==> config.mk <==
export PLATFORM = sky130hd
export DESIGN_NAME = ps_ddr_rd_sched
export DESIGN_NICKNAME = d
export VERILOG_FILES = /design/src/rtl/ps_ddr_pkg.sv /design/src/rtl/ps_ddr_rd_sched.sv
export SDC_FILE = /design/constraint.sdc
export NUM_CORES = 1
export LEC_CHECK = 0
export BUFFER_PORTS_ARGS = -buffer_cell sky130_fd_sc_hd__buf_2
export CAP_MARGIN = 20
export CORE_ASPECT_RATIO = 0.8
export CORE_UTILIZATION = 35
export CTS_CLUSTER_DIAMETER = 100
export DETAILED_ROUTE_END_ITERATION = 6
export SYNTH_ARGS = -nofsm -noshare
export SYNTH_HDL_FRONTEND = slang
export SYNTH_SLANG_ARGS = --single-unit
==> constraint.sdc <==
create_clock -name clk_ps -period 2.8 [get_ports clk_ps]
set_input_delay 0.56 -clock clk_ps [delete_from_list [all_inputs] [get_ports clk_ps]]
set_output_delay 0.56 -clock clk_ps [all_outputs]
set_load 0.05 [all_outputs]
==> src/rtl/ps_ddr_pkg.sv <==
// ----------------------------------------------------------------------------
// ps_ddr_pkg
//   Shared definitions for the PS-DDR3 MM2S read job sequencer.
//   - rd_state_e     : sequencer state encoding
//   - BYTES_PER_BEAT : bytes carried by one ps_ddr_rd_en beat
//   - BTT_W          : width of the DataMover bytes-to-transfer field
//   - chunk_len()    : size of the next chunk for a given remaining count
// ----------------------------------------------------------------------------
package ps_ddr_pkg;

  typedef enum logic [2:0] {
    IDLE  = 3'd0,
    SETUP = 3'd1,
    PULSE = 3'd2,
    WAIT  = 3'd3,
    GAP   = 3'd4
  } rd_state_e;

  localparam int BYTES_PER_BEAT = 4;
  localparam int BTT_W          = 23;

  // Next chunk is whatever is left, capped at the largest BTT-safe size.
  function automatic logic [31:0] chunk_len(input logic [31:0] remaining,
                                            input logic [31:0] max_chunk);
    return (remaining < max_chunk) ? remaining : max_chunk;
  endfunction

endpackage

==> src/rtl/ps_ddr_rd_sched.sv <==
// ----------------------------------------------------------------------------
// ps_ddr_rd_sched
//   Upstream job sequencer for the PS-DDR3 MM2S read stage. One read job
//   (byte address + byte length) is split into chunks of at most MAX_CHUNK
//   bytes. For each chunk the address/length are presented, a start level is
//   held for START_HOLD cycles, and the returned beats are counted. A job ends
//   with a single job_done pulse, or a job_err pulse on a misaligned request
//   or when no beat arrives for TIMEOUT cycles while waiting.
//
// Ports
//   clk_ps           in   PS fabric clock
//   rst_n            in   asynchronous reset, active low
//   job_start        in   1-cycle job request, sampled only when idle
//   job_addr         in   [31:0] job byte address (4-byte aligned)
//   job_length       in   [31:0] job byte count (multiple of 4)
//   job_busy         out  high from job acceptance until done/err
//   job_done         out  1-cycle pulse, all beats of all chunks received
//   job_err          out  1-cycle pulse, misaligned request or timeout
//   ps_ddr_rd_start  out  chunk start level (edge-detected by the read stage)
//   ps_ddr_rd_addr   out  [31:0] current chunk byte address
//   ps_ddr_rd_length out  [31:0] current chunk byte count ([31:23] always 0)
//   ps_ddr_rd_en     in   one 32-bit beat returned by the read stage
// ----------------------------------------------------------------------------
module ps_ddr_rd_sched
  import ps_ddr_pkg::*;
#(
  parameter logic [31:0] MAX_CHUNK  = 32'h0040_0000,
  parameter int          START_HOLD = 4,
  parameter int          GAP_CYCLES = 4,
  parameter int          TIMEOUT    = 1000000
) (
  input  logic        clk_ps,
  input  logic        rst_n,
  input  logic        job_start,
  input  logic [31:0] job_addr,
  input  logic [31:0] job_length,
  output logic        job_busy,
  output logic        job_done,
  output logic        job_err,
  output logic        ps_ddr_rd_start,
  output logic [31:0] ps_ddr_rd_addr,
  output logic [31:0] ps_ddr_rd_length,
  input  logic        ps_ddr_rd_en
);

  localparam int BEAT_SHIFT = $clog2(BYTES_PER_BEAT);
  // A chunk is below 2^BTT_W bytes, so its beat count fits with one bit spare.
  localparam int BEAT_W     = BTT_W - BEAT_SHIFT + 1;
  localparam int TO_W       = $clog2(TIMEOUT + 1);
  localparam int PH_MAX     = (START_HOLD > GAP_CYCLES) ? START_HOLD : GAP_CYCLES;
  localparam int PH_W       = $clog2(PH_MAX + 1);

  rd_state_e         state_reg,     state_next;
  logic [31:0]       cur_addr_reg,  cur_addr_next;
  logic [31:0]       remaining_reg, remaining_next;
  logic [31:0]       rd_addr_reg,   rd_addr_next;
  logic [31:0]       rd_length_reg, rd_length_next;
  logic [BEAT_W-1:0] exp_beats_reg, exp_beats_next;
  logic [BEAT_W-1:0] beat_cnt_reg,  beat_cnt_next;
  logic [TO_W-1:0]   to_cnt_reg,    to_cnt_next;
  logic [PH_W-1:0]   phase_reg,     phase_next;
  logic              start_reg,     start_next;
  logic              done_reg,      done_next;
  logic              err_reg,       err_next;

  logic [31:0]       setup_len;
  logic              job_misaligned;

  assign setup_len      = chunk_len(remaining_reg, MAX_CHUNK);
  assign job_misaligned = (job_addr[BEAT_SHIFT-1:0] != '0) ||
                          (job_length[BEAT_SHIFT-1:0] != '0);

  // --------------------------------------------------------------------------
  // State and datapath registers
  // --------------------------------------------------------------------------
  always_ff @(posedge clk_ps or negedge rst_n) begin
    if (!rst_n) begin
      state_reg     <= IDLE;
      cur_addr_reg  <= '0;
      remaining_reg <= '0;
      rd_addr_reg   <= '0;
      rd_length_reg <= '0;
      exp_beats_reg <= '0;
      beat_cnt_reg  <= '0;
      to_cnt_reg    <= '0;
      phase_reg     <= '0;
      start_reg     <= 1'b0;
      done_reg      <= 1'b0;
      err_reg       <= 1'b0;
    end else begin
      state_reg     <= state_next;
      cur_addr_reg  <= cur_addr_next;
      remaining_reg <= remaining_next;
      rd_addr_reg   <= rd_addr_next;
      rd_length_reg <= rd_length_next;
      exp_beats_reg <= exp_beats_next;
      beat_cnt_reg  <= beat_cnt_next;
      to_cnt_reg    <= to_cnt_next;
      phase_reg     <= phase_next;
      start_reg     <= start_next;
      done_reg      <= done_next;
      err_reg       <= err_next;
    end
  end

  // --------------------------------------------------------------------------
  // Next-state and datapath logic
  // --------------------------------------------------------------------------
  always_comb begin
    state_next     = state_reg;
    cur_addr_next  = cur_addr_reg;
    remaining_next = remaining_reg;
    rd_addr_next   = rd_addr_reg;
    rd_length_next = rd_length_reg;
    exp_beats_next = exp_beats_reg;
    beat_cnt_next  = beat_cnt_reg;
    to_cnt_next    = to_cnt_reg;
    phase_next     = phase_reg;
    start_next     = 1'b0;
    done_next      = 1'b0;
    err_next       = 1'b0;

    case (state_reg)
      IDLE: begin
        if (job_start) begin
          if (job_misaligned) begin
            err_next = 1'b1;
          end else if (job_length == '0) begin
            done_next = 1'b1;
          end else begin
            cur_addr_next  = job_addr;
            remaining_next = job_length;
            state_next     = SETUP;
          end
        end
      end

      SETUP: begin
        rd_addr_next   = cur_addr_reg;
        rd_length_next = setup_len;
        exp_beats_next = BEAT_W'(setup_len >> BEAT_SHIFT);
        beat_cnt_next  = '0;
        to_cnt_next    = '0;
        phase_next     = '0;
        start_next     = 1'b1;
        state_next     = PULSE;
      end

      PULSE: begin
        // The read stage may answer before the start level drops; those beats
        // count, but never beyond the chunk's own beat total.
        if (ps_ddr_rd_en && (beat_cnt_reg != exp_beats_reg)) begin
          beat_cnt_next = beat_cnt_reg + 1'b1;
        end
        if (phase_reg == PH_W'(START_HOLD - 1)) begin
          phase_next = '0;
          state_next = WAIT;
        end else begin
          phase_next = phase_reg + 1'b1;
          start_next = 1'b1;
        end
      end

      WAIT: begin
        if (beat_cnt_reg == exp_beats_reg) begin
          cur_addr_next  = cur_addr_reg + rd_length_reg;
          remaining_next = remaining_reg - rd_length_reg;
          phase_next     = '0;
          state_next     = GAP;
        end else if (ps_ddr_rd_en) begin
          beat_cnt_next = beat_cnt_reg + 1'b1;
          to_cnt_next   = '0;
        end else if (to_cnt_reg == TO_W'(TIMEOUT - 1)) begin
          // This is the TIMEOUT-th consecutive cycle without a beat.
          err_next   = 1'b1;
          state_next = IDLE;
        end else begin
          to_cnt_next = to_cnt_reg + 1'b1;
        end
      end

      GAP: begin
        if (phase_reg == PH_W'(GAP_CYCLES - 1)) begin
          phase_next = '0;
          if (remaining_reg != '0) begin
            state_next = SETUP;
          end else begin
            done_next  = 1'b1;
            state_next = IDLE;
          end
        end else begin
          phase_next = phase_reg + 1'b1;
        end
      end

      default: begin
        state_next = IDLE;
      end
    endcase
  end

  assign job_busy         = (state_reg != IDLE);
  assign job_done         = done_reg;
  assign job_err          = err_reg;
  assign ps_ddr_rd_start  = start_reg;
  assign ps_ddr_rd_addr   = rd_addr_reg;
  assign ps_ddr_rd_length = rd_length_reg;

endmodule

* After elaboration in Yosys (flattened, before gate mapping)
Cells that the tools add are included.
** Operators by class
- Add/subtract/negate cells :: 5
- Magnitude comparators :: 1
- Equality and inequality tests :: 20
- Muxes and demuxes :: 46
- Reduce and logical (&&, ||, !) cells :: 18
** Operator list (number)
- $mux W32 :: 9
- $pmux W32 S2 :: 2
- $mux W22 :: 3
- $pmux W22 S3 :: 1
- $mux W20 :: 3
- $pmux W20 S2 :: 1
- $add A32 B32 Y32 :: 1
- $logic_not A32 Y1 :: 1
- $lt A32 B23 Y1 const B :: 1
- $reduce_bool A32 Y1 :: 1
- $sub A32 B32 Y32 :: 1
- $mux W3 :: 10
- $add A22 B1 Y22 const B :: 1
- $eq A22 B22 Y1 :: 1
- $ne A22 B22 Y1 :: 1
- $add A20 B1 Y20 const B :: 1
- $eq A20 B20 Y1 const B :: 1
- $ne A2 B2 Y1 const B :: 9
- $pmux W3 S5 :: 1
- $mux W1 :: 12
- $eq A3 B2 Y1 const B :: 3
- $ne A3 B3 Y1 const B :: 3
- $pmux W3 S3 :: 1
- $reduce_bool A3 Y1 :: 3
- 14 further kinds :: 19
** Word-level totals
- Flip-flop bits (word level) :: 201
- Input bits :: 68
- Output and inout port bits :: 68

* Logic depth before layout (Yosys ltp)
Gate-level depths: netlist of the first run.
- Depth in word-level cells :: 5
- Gate-level depth with buffers :: 12
- Gate-level depth less buffers :: 12

* Worst setup path after synthesis of the first run
Ideal clock, no wire load.
- Path kind :: flip-flop to flip-flop
- From :: reg rd_length_reg[0], in the netlist ps_ddr_rd_length[0]
- To :: reg cur_addr_reg[28]
- Setup time :: 0.125 ns
- Arrival :: 3.112 ns
- Data required time :: 2.675 ns
- Setup slack :: -0.437 ns
- Cell stages (with the launch flop) :: 12
- Buffers on the path :: 0
- Clock period less this slack :: 3.237 ns
- Path through :: dfrtp_1 ha_1 fa_1 a21oi_1 o211ai_1 a211oi_1 o221ai_1 a211oi_1 o31ai_1 a21boi_0 xor2_1 a21oi_1
** On the way
- Word-level cells in the longest chain between the ends :: 3
** Ends and longest elaborated chain
- start: declaration :: RTL line ps_ddr_rd_sched.sv:57 : logic [31:0] rd_length_reg, rd_length_next;
- start signal: assignment :: RTL line ps_ddr_rd_sched.sv:95 : rd_length_reg <= rd_length_next;
- $add A32 B32 Y32 :: RTL line ps_ddr_rd_sched.sv:166 : cur_addr_next = cur_addr_reg + rd_length_reg;
- $mux W32 :: RTL line ps_ddr_rd_sched.sv:165 : if (beat_cnt_reg == exp_beats_reg) begin
- $pmux W32 S2 :: RTL line ps_ddr_rd_sched.sv:123 : case (state_reg)
- end signal: assignment :: RTL line ps_ddr_rd_sched.sv:92 : cur_addr_reg <= cur_addr_next;
- end: declaration :: RTL line ps_ddr_rd_sched.sv:54 : logic [31:0] cur_addr_reg, cur_addr_next;
No other way between the ends. The select of a mux whose other input is x is not followed.
A chain may end at the register's enable or synchronous reset.

* Final worst setup path of the first run
Same ends and word-level chain as after synthesis.

==> run summary, run 1 <==
The power density relative to cell area is 398.3 nW/um2. The number of remaining DRC errors came out at 0. In the final layout, the share of cells above drive strength 1 is 24.42%. Setup slack on the worst reg-to-reg path comes out at -0.01 ns. The critical path is of the reg -> reg type. The cell area after synthesis came out at 11350 um2. The aggregate negative setup slack came out at -0.01467 ns. In this run the critical register-to-register path is captured at cur_addr_reg[28]. The number of synthesized flops with an enable pin came out at 0. The max-capacitance violation count is 0. The worst path required time came out at 3.13 ns. The max-slew violation total from the final report was 0.

For this run, asynchronously set or reset flops after synthesis account for 100.0%. The total clock buffers created by CTS is 17. The number of antenna violations at the first check in global routing came out at 2.

The longest clock path from root to sink contains 2 buffers. The launch point of the worst path is ps_ddr_rd_length[0]. The overall via count from detail_route is 10590. The number of different library cells in the post-synthesis netlist is 67. The post-synthesis cell count came out at 1345. Leaving out fill and tap cells, the most frequent cell in the layout is sky130_fd_sc_hd__nand2_1.

At the later pin of the worst-skew pair, clock insertion delay measures 0.44 ns. Setup violations remaining at the end of the flow were counted as 1. The maximum fanout along the worst path is 3. The number of hold buffers added after CTS is 0. In this design, the largest share of critical-path delay is due to compound AO/OA/AOI/OAI gates.

The library cells used most frequently in the layout, excluding fill and tap cells, are 230 x sky130_fd_sc_hd__nand2_1, 163 x sky130_fd_sc_hd__dfrtp_1, 134 x sky130_fd_sc_hd__buf_2, 117 x sky130_fd_sc_hd__buf_4, 108 x sky130_fd_sc_hd__nor2_1. The worst setup path is captured at a flip-flop. The register bit count reported by yosys is 179. The final net count came out at 1711. The worst hold slack is 0.06375 ns. The top flip-flop cell by instance count after synthesis is sky130_fd_sc_hd__dfrtp_1. The worst clock skew is 0.01743 ns. The root buffer selected by CTS is sky130_fd_sc_hd__clkbuf_16. The length in cells of the worst reg-to-reg path came out at 12. The clock share of power is 43.3%. The power dissipated by switching net loads came out at 1.596 mW.

In the final routed layout, each cell accounts on average for 17.92 um. The number of global-route vias before repair is 9955. The number of design-rule violations left by the first detailed-router iteration came out at 849. Setup slack on the critical path of the routed design comes to -0.01467 ns.

The checks that failed: setup timing. The share of the yosys chip area belonging to registers came out at 39.46%. The delay of the slowest critical-path stage is 0.43 ns. The placed wire-length estimate after detailed placement came out at 27560 um. The most repeated library cell on the critical path is sky130_fd_sc_hd__a211oi_2.

Of the total power, the share spent switching nets is 27.77%. The total routing usage reported by global routing is 22.06%. The H-tree generated during clock tree synthesis spans 4 levels. The shortest period the worst path allows is 2.815 ns. The routability congestion estimate came out at 0.9261. The number of buffers and inverters on the critical path is 1. Port buffering added 135 buffers. The flow ran to the end, but the final reports show violations.

The part of the power in combinational logic is 9.6%. The clock transition at the register clock pins on the worst setup and hold paths after CTS came out at 0.08 ns. The global-route congestion overflow total is 0.

The internal power summed over all cells is 4.151 mW. The count of yosys warnings during synthesis came out at 0. Setup repair after global routing could not meet its margin everywhere.

Following the worst setup path forward leads to its endpoint at cur_addr_reg[28]. The worst-path cell with the longest stage delay is sky130_fd_sc_hd__dfrtp_2. The highest ir drop seen on vdd is 383.3 uV.

The I/O pin count is 136. The placeable core area is 31640 um2. The number of cells on the critical path came out at 12. In this run, flip-flops and latches consume 47.1% of the power.

The layout-stage area growth over the synthesis result is 27.11%. The horizontal extent of the die came out at 203.4 um. The post-synthesis net count came out at 1480. The first global-routing pass estimated 56610 um of wire. The startpoint of the lowest-slack register-to-register path is ps_ddr_rd_length[0]. The synthesized area per cell is 8.440 um2. The floorplan has 58 rows. At the pin with the least slew margin, the transition time is 0.6866 ns. The kind of start point of the critical path is a flip-flop. Timing analysis after detailed placement gives a worst setup slack of -0.2884 ns. The tightest min-delay check is of the in -> async type. The pre-antenna-repair detailed-routing pass consisted of 6 iterations. The data arrival time at the worst-slack endpoint is 3.14 ns. The worst max-slew margin expressed relative to the limit came out at 54.23%.

The number of failing hold endpoints at the final stage is 0. The ratio of final minimum period to clock period is 100.5%. The leakage dissipation is 6.909 nW. The number of clock sinks is 179.

The clock tree from TritonCTS is yes. The number of routed nets with antenna violations is 0. The timing-limited maximum frequency is 355.3 MHz. Using the TritonRoute via totals, the vias-per-cell ratio works out to 5.268.

For this block, the routed nets add up to 36020 um of wire. The die covers 33160 um2. Walking the worst path, the cells encountered are buf_6 > ha_4 > fa_2 > a21oi_2 > o211ai_1 > a211oi_2 > o221ai_2 > a211oi_2 > o31ai_2 > a21boi_1 > xor2_1 > a21oi_1. The die height is 163.1 um. The initial core utilization is 35.88%. Entering global routing, the biggest net connects 97 pins.
[area by class of cell]
| class | count | area [um2] |
|---|---|---|
| multi-input combinational | 1051 | 6778 |
| inverter | 63 | 236.5 |
| antenna | 1 | 2.502 |
| sequential | 179 | 4499 |
| tap | 420 | 525.5 |
| clock buffer | 20 | 466.7 |
| clock inverter | 12 | 130.1 |
| timing repair buffer | 264 | 1792 |
| fill | 3115 | 17210 |
[per-layer routing]
layer	global-route usage [%]	vias to the layer above	part of all wire, %
met5	0	-	0
met4	5.537	0	1.6
met3	3.412	33	5.8
met2	33.80	312	44
met1	32.26	5025	48
li1	-	5218	-
[cell families (layout without fill, tap and decap cells)]
| logic type | count (synthesis) | in the layout | synth area share, % |
|---|---|---|---|
| AND/OR/NAND/NOR | 516 | 516 | 20.59 |
| AO/OA/AOI/OAI | 351 | 351 | 19.19 |
| flip-flops | 179 | 179 | 39.46 |
| buffers and inverters | 115 | 359 | 3.935 |
| XOR/XNOR | 97 | 97 | 7.484 |
| adder cells (fa/ha/maj) | 67 | 67 | 7.517 |
| multiplexers | 20 | 20 | 1.830 |
| other | 0 | 1 | 0 |
[how the worst min path moves through the flow]
stage | from | endpoint | slack [ns]
global placement | ps_ddr_rd_addr[20] | ps_ddr_rd_addr[20] | 0.45
floorplan | rst_n | beat_cnt_reg[0] | 0.26
CTS | rst_n | cur_addr_reg[26] | 0.08
detailed placement | ps_ddr_rd_addr[23] | ps_ddr_rd_addr[23] | 0.46
global route | rst_n | cur_addr_reg[26] | 0.09
finish | rst_n | cur_addr_reg[26] | 0.06
[power by group through the flow]
| stage | clock [mW] | sequential [mW] | combinational (mW) |
|---|---|---|---|
| after floorplan | 0 | 2.77 | 0.260 |
| after global placement | 0 | 2.76 | 0.532 |
| after detailed placement | 0 | 2.76 | 0.536 |
| after CTS | 2.54 | 2.71 | 0.544 |
| after global routing | 2.63 | 2.72 | 0.618 |
| final | 2.49 | 2.71 | 0.552 |
[synthesized netlist by cell type (3+ instances only)]
cell                        number  area share [%]
sky130_fd_sc_hd__buf_2          12            0.53
sky130_fd_sc_hd__a2bb2oi_1       3            0.23
sky130_fd_sc_hd__a31oi_1         5            0.28
sky130_fd_sc_hd__and3_1         30             1.7
sky130_fd_sc_hd__a21o_1         28             1.9
sky130_fd_sc_hd__dfrtp_1       179              39
sky130_fd_sc_hd__mux2i_1        14             1.2
sky130_fd_sc_hd__nand3_1        20            0.88
sky130_fd_sc_hd__o211ai_1       11            0.73
sky130_fd_sc_hd__a21oi_1       102             4.5
sky130_fd_sc_hd__o221ai_1        4            0.31
sky130_fd_sc_hd__nor3_1         24             1.1
sky130_fd_sc_hd__a311oi_1        3            0.23
sky130_fd_sc_hd__nor4_1         27             1.5
sky130_fd_sc_hd__xnor2_1        36             2.8
sky130_fd_sc_hd__a211oi_1       13            0.86
sky130_fd_sc_hd__mux2_2          6            0.60
sky130_fd_sc_hd__a31o_2          4            0.31
sky130_fd_sc_hd__nor2b_1        10            0.55
sky130_fd_sc_hd__nand2b_1        7            0.39
sky130_fd_sc_hd__buf_1           5            0.17
sky130_fd_sc_hd__o21bai_1        4            0.26
sky130_fd_sc_hd__inv_1          62             2.1
sky130_fd_sc_hd__or2_2           6            0.33
sky130_fd_sc_hd__o21a_1         18             1.2
sky130_fd_sc_hd__nand2_1       232             7.7
sky130_fd_sc_hd__ha_1           65             7.2
sky130_fd_sc_hd__nor2_1        110             3.6
sky130_fd_sc_hd__o31ai_1         7            0.46
sky130_fd_sc_hd__nand4_1        23             1.3
sky130_fd_sc_hd__and2_1          6            0.33
sky130_fd_sc_hd__o21ai_0        95             4.2
sky130_fd_sc_hd__or3_1          12            0.66
sky130_fd_sc_hd__o22ai_1        24             1.3
sky130_fd_sc_hd__xor2_1         61             4.7
sky130_fd_sc_hd__clkbuf_1       35             1.2
[through the flow]
| step | cells | utilization (%) | power [mW] | cell area, um2 |
|---|---|---|---|---|
| 2_1_floorplan | 1345 | - | 3.030 | 11480 |
| 6_report | 2010 | 45.61 | 5.747 | 14430 |
| 5_1_grt | 2009 | 45.60 | 5.969 | 14430 |
| 4_1_cts | 2001 | 44.85 | 5.795 | 14190 |
| 3_3_place_gp | 1959 | 42.55 | 3.290 | 13460 |
| 3_5_place_dp | 1959 | 42.55 | 3.296 | 13460 |
[timing repair]
item | CTS | global route
pin swaps | 16 | 29
buffers inserted | 10 | 9
setup endpoints to repair | 15 | 40
gates cloned | 0 | 0
resized for setup | 17 | 44
(Power assumes the default switching activity.)
==> run 2: changes to the inputs <==
--- a/config.mk
+++ b/config.mk
@@ -7,10 +7,13 @@
 export LEC_CHECK = 0
 export BUFFER_PORTS_ARGS = -buffer_cell sky130_fd_sc_hd__buf_2
 export CAP_MARGIN = 20
+export CELL_PAD_IN_SITES_DETAIL_PLACEMENT = 1
+export CELL_PAD_IN_SITES_GLOBAL_PLACEMENT = 2
 export CORE_ASPECT_RATIO = 0.8
-export CORE_UTILIZATION = 35
+export CORE_UTILIZATION = 32
 export CTS_CLUSTER_DIAMETER = 100
 export DETAILED_ROUTE_END_ITERATION = 6
+export PLACE_DENSITY_LB_ADDON = 0.1
 export SYNTH_ARGS = -nofsm -noshare
 export SYNTH_HDL_FRONTEND = slang
 export SYNTH_SLANG_ARGS = --single-unit
==> run 2 against run 1 <==
Against the previous run:
- the run still ends with setup timing left
- critical path depth unchanged
- design area is 6.8% higher
- fmax shrank 0.64%
- count of clock-buffer cells in the layout down 2
- routed wire length rose by 19%
- critical endpoint is now remaining_reg[28]
==> run summary, run 2 (synthesis results as in run 1) <==
The part of the power in combinational logic is 9.8% (+0.2 points). The max-slew violation total from the final report came to 0 (unchanged). The placement-stage cell area is 14080 um2 (+4.6%).

The placed wire-length estimate after detailed placement is 32230 um (+17%). The leakage dissipation was 7.315 nW (+5.9%). The fraction of final layout cells sized beyond drive strength 1 is 29.97% (+5.6 points). The number of hold buffers added after CTS is 0 (unchanged). The flow ran to the end, but the final reports show violations. The die height is 170.5 um (+4.5%). The worst-path cell with the longest stage delay is sky130_fd_sc_hd__dfrtp_2. The initial core utilization was 32.62% (-3.3 points).

The switching portion of total power was 27.17% (-0.60 points). The data arrival time at the worst-slack endpoint came to 3.16 ns (+0.02 ns). The overall via count from detail_route is 11000 (+3.9%).

The final net count came to 1787 (+4.4%). The number of rows in the core area came out at 61 (+5.2%). The total of fill cells in the finished design came out at 4134 (+33%). The highest ir drop seen on vdd came out at 366.7 uV (-4.3%). The ratio of final minimum period to clock period came out at 101.2% (+0.64 points). The root buffer cell chosen for the clock tree is sky130_fd_sc_hd__clkbuf_16. The clock share of power came out at 43.6% (+0.3 points).

The max-capacitance violation count is 0 (unchanged). The startpoint identified for the worst register-to-register timing path is ps_ddr_rd_length[1]. The mean routed wirelength per cell came out at 20.01 um (+12%). The post-detailed-routing wire length was 42760 um (+19%). The slew at the pin closest to its max-slew limit is 0.9646 ns (+0.2780 ns). The area occupied by multi-input gates came out at 7106 um2 (+4.8%). The delay of the slowest critical-path stage came to 0.45 ns (+0.02 ns). The critical path in this run is classified as reg -> reg. The routability congestion estimate came out at 0.8516 (-8.0%). The worst path required time came to 3.13 ns (about the same). The length in cells of the worst reg-to-reg path is 12 (unchanged). The CTS H-tree depth came to 4 (unchanged). The layout-stage area growth over the synthesis result came out at 35.77%. The worst max-slew margin expressed relative to the limit is 35.70% (-19 points).

The slack of the worst reg-to-reg path is -0.03 ns (-0.02 ns). The total of buffers placed on input and output ports is 135 (unchanged). The global-route congestion overflow total came to 0 (unchanged). The wire length of the first global-routing pass came out at 66030 um (+17%). The latest clock arrival within the worst-skew pair is 0.46 ns (+0.02 ns). STA classifies the critical path startpoint as a flip-flop. The iteration count of the initial detailed-routing pass is 5 (-1). The shortest period the worst path allows is 2.833 ns (+0.01800 ns). The library cell used most frequently in the layout, excluding fill and tap cells, is sky130_fd_sc_hd__nand2_1. The endpoint identified for the worst register-to-register timing path is remaining_reg[28]. The number of global-route vias before repair came to 11270 (+13%). The design area came out at 15410 um2 (+6.8%).

The launch point of the worst path is ps_ddr_rd_length[1]. The number of clock sinks is 179 (unchanged). The number of routed nets with antenna violations is 0 (unchanged). The clock transition at the register clock pins on the worst setup and hold paths after CTS is 0.08 ns (about the same).

The total routing usage reported by global routing came out at 24.22% (+2.2 points). The area of the die is 36240 um2 (+9.3%). The checks that failed: setup timing. The total clock buffers created by CTS is 17 (unchanged). The number of design-rule violations left by the first detailed-router iteration is 636 (-25%).

The proportion of power drawn by flip-flops and latches was 46.7% (-0.4 points). The power dissipated by switching net loads came to 1.584 mW (-0.76%). In this run the worst hold path is classified as in -> async. The placeable core area is 34800 um2 (+10%).

The power density relative to cell area is 378.3 nW/um2 (-5.0%). The final setup violation count came out at 6 (+5). The critical path goes through buf_12 > fa_2 > nor2b_4 > o31ai_4 > a211oi_2 > o211ai_1 > a211o_1 > buf_4 > o21ai_4 > a31oi_1 > xnor2_1 > o221ai_1. In the layout the commonest cells are 231 x sky130_fd_sc_hd__nand2_1, 187 x sky130_fd_sc_hd__buf_4, 163 x sky130_fd_sc_hd__dfrtp_1, 135 x sky130_fd_sc_hd__buf_2, 107 x sky130_fd_sc_hd__nor2_1. The I/O pin count was 136 (unchanged). The antenna cell count came out at 0 (-1). The number of remaining DRC errors came to 0 (unchanged). The worst setup path is captured at a flip-flop. The post-layout worst setup margin came to -0.03267 ns (-0.01800 ns).

The aggregate negative setup slack came out at -0.1398 ns (-0.1251 ns). The placed instance count is 2082 (+6.3%). The register cell area after layout came to 4499 um2 (unchanged). The worst-case clock buffer depth is 2 (unchanged). The number of antenna violations at the first check in global routing is 0 (-2). The most critical setup path has its endpoint at remaining_reg[28].

The maximum fanout along the worst path came out at 3 (unchanged). The timing-limited maximum frequency is 353.0 MHz (-0.64%). The number of failing hold endpoints at the final stage is 0 (unchanged).

The filler-free cell count of the finished design is 2137 (+6.3%). Setup repair after global routing could not meet its margin everywhere. The horizontal extent of the die came out at 212.6 um (+4.5%). The worst clock skew is 0.01701 ns (-0.0004223 ns). The via-per-instance ratio came out at 5.146 (-2.3%). The pin count of the biggest net entering global routing came out at 97 (unchanged). The clock tree from TritonCTS is yes. The internal power summed over all cells is 4.246 mW (+2.3%).
-- run 2: metal layers --
| metal | global-route usage (%) | wire length, um | vias to the layer above |
|---|---|---|---|
| met5 | 0 | 0 | - |
| met4 | 7.288 | 937 | 0 |
| met3 | 3.488 | 1311 | 36 |
| met2 | 35.68 | 18160 | 178 |
| met1 | 36.16 | 22360 | 5421 |
| li1 | - | - | 5362 |
-- run 2: repair_timing --
action	in CTS	in global routing
setup endpoints to repair	55	59
setup buffers	18	9
pin swaps	19	44
gates resized for setup	31	82
-- run 2: power by group through the flow --
stage | Combinational, mW | Clock, mW | Sequential, mW
floorplan | 0.260 | 0 | 2.77
global placement | 0.539 | 0 | 2.77
detailed placement | 0.549 | 0 | 2.77
CTS | 0.559 | 2.61 | 2.72
global route | 0.638 | 2.69 | 2.73
finish | 0.568 | 2.54 | 2.72
-- run 2: how the worst min path moves through the flow --
stage / startpoint / end / slack [ns]
after floorplan: rst_n / beat_cnt_reg[0] / 0.26
after global placement: ps_ddr_rd_addr[16] / ps_ddr_rd_addr[16] / 0.45
after detailed placement: ps_ddr_rd_addr[9] / ps_ddr_rd_addr[9] / 0.46
after CTS: rst_n / ps_ddr_rd_addr[26] / 0.09
after global routing: rst_n / ps_ddr_rd_addr[24] / 0.1
final: rst_n / ps_ddr_rd_addr[26] / 0.08
-- run 2: cell type report --
type	count	area share, %
Multi-Input combinational cell	1051	46.10
Sequential cell	179	29.19
Timing Repair Buffer	340	15.51
Tap cell	472	3.832
Clock buffer	18	2.849
Inverter	63	1.534
Clock inverter	14	0.9823
-- run 2: worst max-delay path: cells and delay by family (launching register included) --
kind                     cells  cell delay [ns]
AO/OA/AOI/OAI                7             1.21
flip-flops                   1             0.45
adder cells (fa/ha/maj)      1             0.41
buffers and inverters        2             0.30
XOR/XNOR                     1             0.18
AND/OR/NAND/NOR              1             0.16
-- run 2: stage by stage --
| stage | util (%) | hold slack (ns) | power, mW | setup WS [ns] |
|---|---|---|---|---|
| after detailed placement | 40.45 | 0.4573 | 3.321 | -0.7971 |
| final | 44.28 | 0.08305 | 5.830 | -0.03267 |
| after global routing | 44.28 | 0.09981 | 6.063 | -0.1873 |
| after CTS | 42.86 | 0.09099 | 5.894 | -0.03788 |
| after floorplan | - | 0.2644 | 3.030 | 0.003040 |
| after global placement | 40.43 | 0.4537 | 3.311 | -0.7942 |
==> run 3: changes to the inputs <==
==> constraint.sdc (replaced) <==
create_clock -name clk_ps -period 2.8 [get_ports clk_ps]
set_input_delay 0.14 -clock clk_ps [delete_from_list [all_inputs] [get_ports clk_ps]]
set_output_delay 0.14 -clock clk_ps [all_outputs]
set_load 0.05 [all_outputs]
==> run 3 against run 2 <==
Against the previous run:
- die area is the same
- global-route usage shrank 0.32 points
- routed wire length shrank 1.6%
- clock power grew 2%
- power grew 0.62%
- worst setup slack lost 0.016 ns
- utilization shrank 1.6 points
- register-to-register slack lost 0.02 ns
- the flow still finishes with violations (setup timing)
- largest power group unchanged
- critical path depth grew 2
- fmax shrank 0.55%
- non-clock buffer count shrank 42
- critical endpoint is now cur_addr_reg[20]
- design area shrank 3.7%
==> run summary, run 3 (synthesis results as in run 1) <==
The run finished, with violations left. The final reports fail on setup timing. The number of antenna violations at the first check in global routing is 2 (+2). The number of global-route vias before repair is 10950 (-2.8%). The placed instance count is 2032 (-2.4%).

The worst path required time came out at 3.12 ns (about the same). The post-detailed-routing wire length came out at 42060 um (-1.6%). Setup repair after global routing could not meet its margin everywhere. The number of failing hold endpoints at the final stage came out at 0 (unchanged). The clock tree from TritonCTS is yes. The latest clock arrival within the worst-skew pair came out at 0.46 ns (about the same). The slew at the pin closest to its max-slew limit came out at 0.6791 ns (-0.2855 ns).

The tree is rooted in a sky130_fd_sc_hd__clkbuf_16. The data arrival time at the worst-slack endpoint came out at 3.17 ns (about the same). The mean routed wirelength per cell is 20.08 um (+0.33%). The post-layout worst setup margin came out at -0.04834 ns (-0.01567 ns). The antenna cell count is 0 (unchanged). The delay of the slowest critical-path stage is 0.42 ns (-0.03 ns). The overall via count from detail_route is 10780 (-1.9%).

The total routing usage reported by global routing was 23.90% (-0.32 points). The signal on the critical path passes through buf_6 > ha_4 > fa_2 > a21oi_2 > o211ai_1 > a211oi_2 > o221ai_4 > buf_4 > buf_6 > a21oi_2 > xor2_1 > nor2_1 > a21oi_1 > o21ai_0. The library cell used most frequently in the layout, excluding fill and tap cells, is sky130_fd_sc_hd__nand2_1. The worst max-slew margin expressed relative to the limit came out at 54.73% (+19 points). The power density relative to cell area is 395.1 nW/um2 (+4.4%). The number of remaining DRC errors is 0 (unchanged). For hold timing, the worst endpoint is remaining_reg[9]. The worst clock skew is 0.01671 ns (-0.0003043 ns). The startpoint of the most critical hold path is job_length[9].

The total of fill cells in the finished design is 4158 (+0.58%). The length in cells of the worst reg-to-reg path came out at 14 (+2). The filler-free cell count of the finished design came out at 2095 (-2.0%). The via-per-instance ratio came out at 5.147 (about the same). The final setup violation count came to 4 (-2). The worst register-to-register path ends at cur_addr_reg[20].

The library cells used most frequently in the layout, excluding fill and tap cells, are 231 x sky130_fd_sc_hd__nand2_1, 163 x sky130_fd_sc_hd__dfrtp_1, 134 x sky130_fd_sc_hd__buf_2, 133 x sky130_fd_sc_hd__buf_4, 106 x sky130_fd_sc_hd__nor2_1. The highest ir drop seen on vdd is 372.7 uV (+1.6%). The routability congestion estimate came to 0.8746 (+2.7%). The critical path is of the reg -> reg type. The initial core utilization was 32.62% (unchanged). STA classifies the critical path endpoint as a flip-flop. The worst-path cell with the longest stage delay is sky130_fd_sc_hd__dfrtp_2. The placed wire-length estimate after detailed placement came out at 31900 um (-1.0%). The slack of the worst reg-to-reg path came out at -0.05 ns (-0.02 ns). The I/O pin count was 136 (unchanged). The timing-limited maximum frequency came out at 351.1 MHz (-0.55%).

The total of buffers placed on input and output ports came to 135 (unchanged). The fraction of final layout cells sized beyond drive strength 1 came out at 25.26% (-4.7 points). The ratio of final minimum period to clock period was 101.7% (+0.56 points). The shortest period the worst path allows came out at 2.848 ns (+0.01567 ns). The max-capacitance violation count is 0 (unchanged). The register cell area after layout was 4499 um2 (unchanged). The iteration count of the initial detailed-routing pass came out at 7 (+2). The area occupied by multi-input gates came to 6823 um2 (-4.0%).

Along the worst hold path, the cell count comes to 3. The number of routed nets with antenna violations is 0 (unchanged). The clock transition at the register clock pins on the worst setup and hold paths after CTS is 0.07 ns (about the same). The worst hold slack is 0.01449 ns (-0.06855 ns).

The horizontal extent of the die came out at 212.6 um (unchanged). The worst register-to-register path begins at ps_ddr_rd_length[0]. The number of clock sinks is 179 (unchanged). The global-route congestion overflow total came out at 0 (unchanged).

The number of design-rule violations left by the first detailed-router iteration is 546 (-14%). The final net count is 1745 (-2.4%). The wire length of the first global-routing pass came out at 65290 um (-1.1%).

The worst setup path is launched from a flip-flop. The area of the die is 36240 um2 (unchanged). The maximum fanout along the worst path came out at 3 (unchanged).

The CTS H-tree depth came out at 4 (unchanged). The area growth from synthesis to layout is 30.79%. The pin count of the biggest net entering global routing is 79 (-19%). The max-slew violation total from the final report is 0 (unchanged). The die height is 170.5 um (unchanged). The number of rows in the core area is 61 (unchanged).

The worst-case clock buffer depth came out at 2 (unchanged). The total clock buffers created by CTS is 17 (unchanged). The placeable core area is 34800 um2 (unchanged).

The leakage dissipation is 7.085 nW (-3.1%). The path class of the tightest hold or removal check is in -> reg. The utilization after layout came out at 42.66% (-1.6 points).
[run 3: layer usage]
metal,wire [um],track usage [%],up-vias
li1,-,-,5282
met1,21760,35.43,5308
met4,760,5.724,0
met5,0,0,-
met3,1159,3.672,31
met2,18390,36.00,163
[run 3: critical path: cells and delay by family, from the launching register on]
| family | cells | cell delay, ns |
|---|---|---|
| buffers and inverters | 3 | 0.40 |
| and+or+nand+nor | 1 | 0.06 |
| AOI/OAI and AO/OA | 7 | 1.18 |
| adders and majority gates | 2 | 0.50 |
| xor gates and xnor gates | 1 | 0.17 |
| DFF | 1 | 0.42 |
[run 3: cell type report]
| cell class | instances | area share, % |
|---|---|---|
| Clock buffer | 18 | 2.958 |
| Multi-Input combinational cell | 1051 | 45.95 |
| Timing Repair Buffer | 298 | 14.05 |
| Inverter | 63 | 1.593 |
| Tap cell | 472 | 3.977 |
| Clock inverter | 14 | 1.171 |
| Sequential cell | 179 | 30.30 |
[run 3: worst max-delay path by stage]
stage / end / startpoint / cells after the start
2_1_floorplan: remaining_reg[24] / ps_ddr_rd_length[0] / 11
3_3_place_gp: remaining_reg[24] / ps_ddr_rd_length[0] / 11
3_5_place_dp: remaining_reg[24] / ps_ddr_rd_length[0] / 11
4_1_cts: cur_addr_reg[25] / ps_ddr_rd_length[6] / 9
5_1_grt: cur_addr_reg[22] / ps_ddr_rd_length[0] / 12
6_report: cur_addr_reg[20] / ps_ddr_rd_length[0] / 14
[run 3: per-stage QoR]
| step | power [mW] | TNS (ns) | setup WS [ns] | instance area (um2) |
|---|---|---|---|---|
| 2_1_floorplan | 3.030 | 0 | 0.003040 | 11480 |
| 3_3_place_gp | 3.287 | -0.3507 | -0.08957 | 13690 |
| 3_5_place_dp | 3.296 | -1.043 | -0.1712 | 13690 |
| 4_1_cts | 5.944 | -0.09433 | -0.05453 | 14590 |
| 5_1_grt | 6.108 | -2.069 | -0.2179 | 14850 |
| 6_report | 5.866 | -0.07374 | -0.04834 | 14850 |
[run 3: what timing repair did]
action                                  in CTS  in global routing
endpoints found under the setup margin      15                 33
pin swaps                                   20                 38
gates resized for setup                     22                 52
buffers inserted                             6                  8
endpoints found under the hold margin       84                  1
hold buffers                                17                  1
[run 3: power by group]
group | leakage [nW] | total [mW] | switching [mW] | internal [mW]
sequential | 2.22 | 2.72 | 0.0794 | 2.64
clock | 0.302 | 2.60 | 1.15 | 1.44
combinational | 4.56 | 0.545 | 0.305 | 0.240
total | 7.09 | 5.87 | 1.54 | 4.33
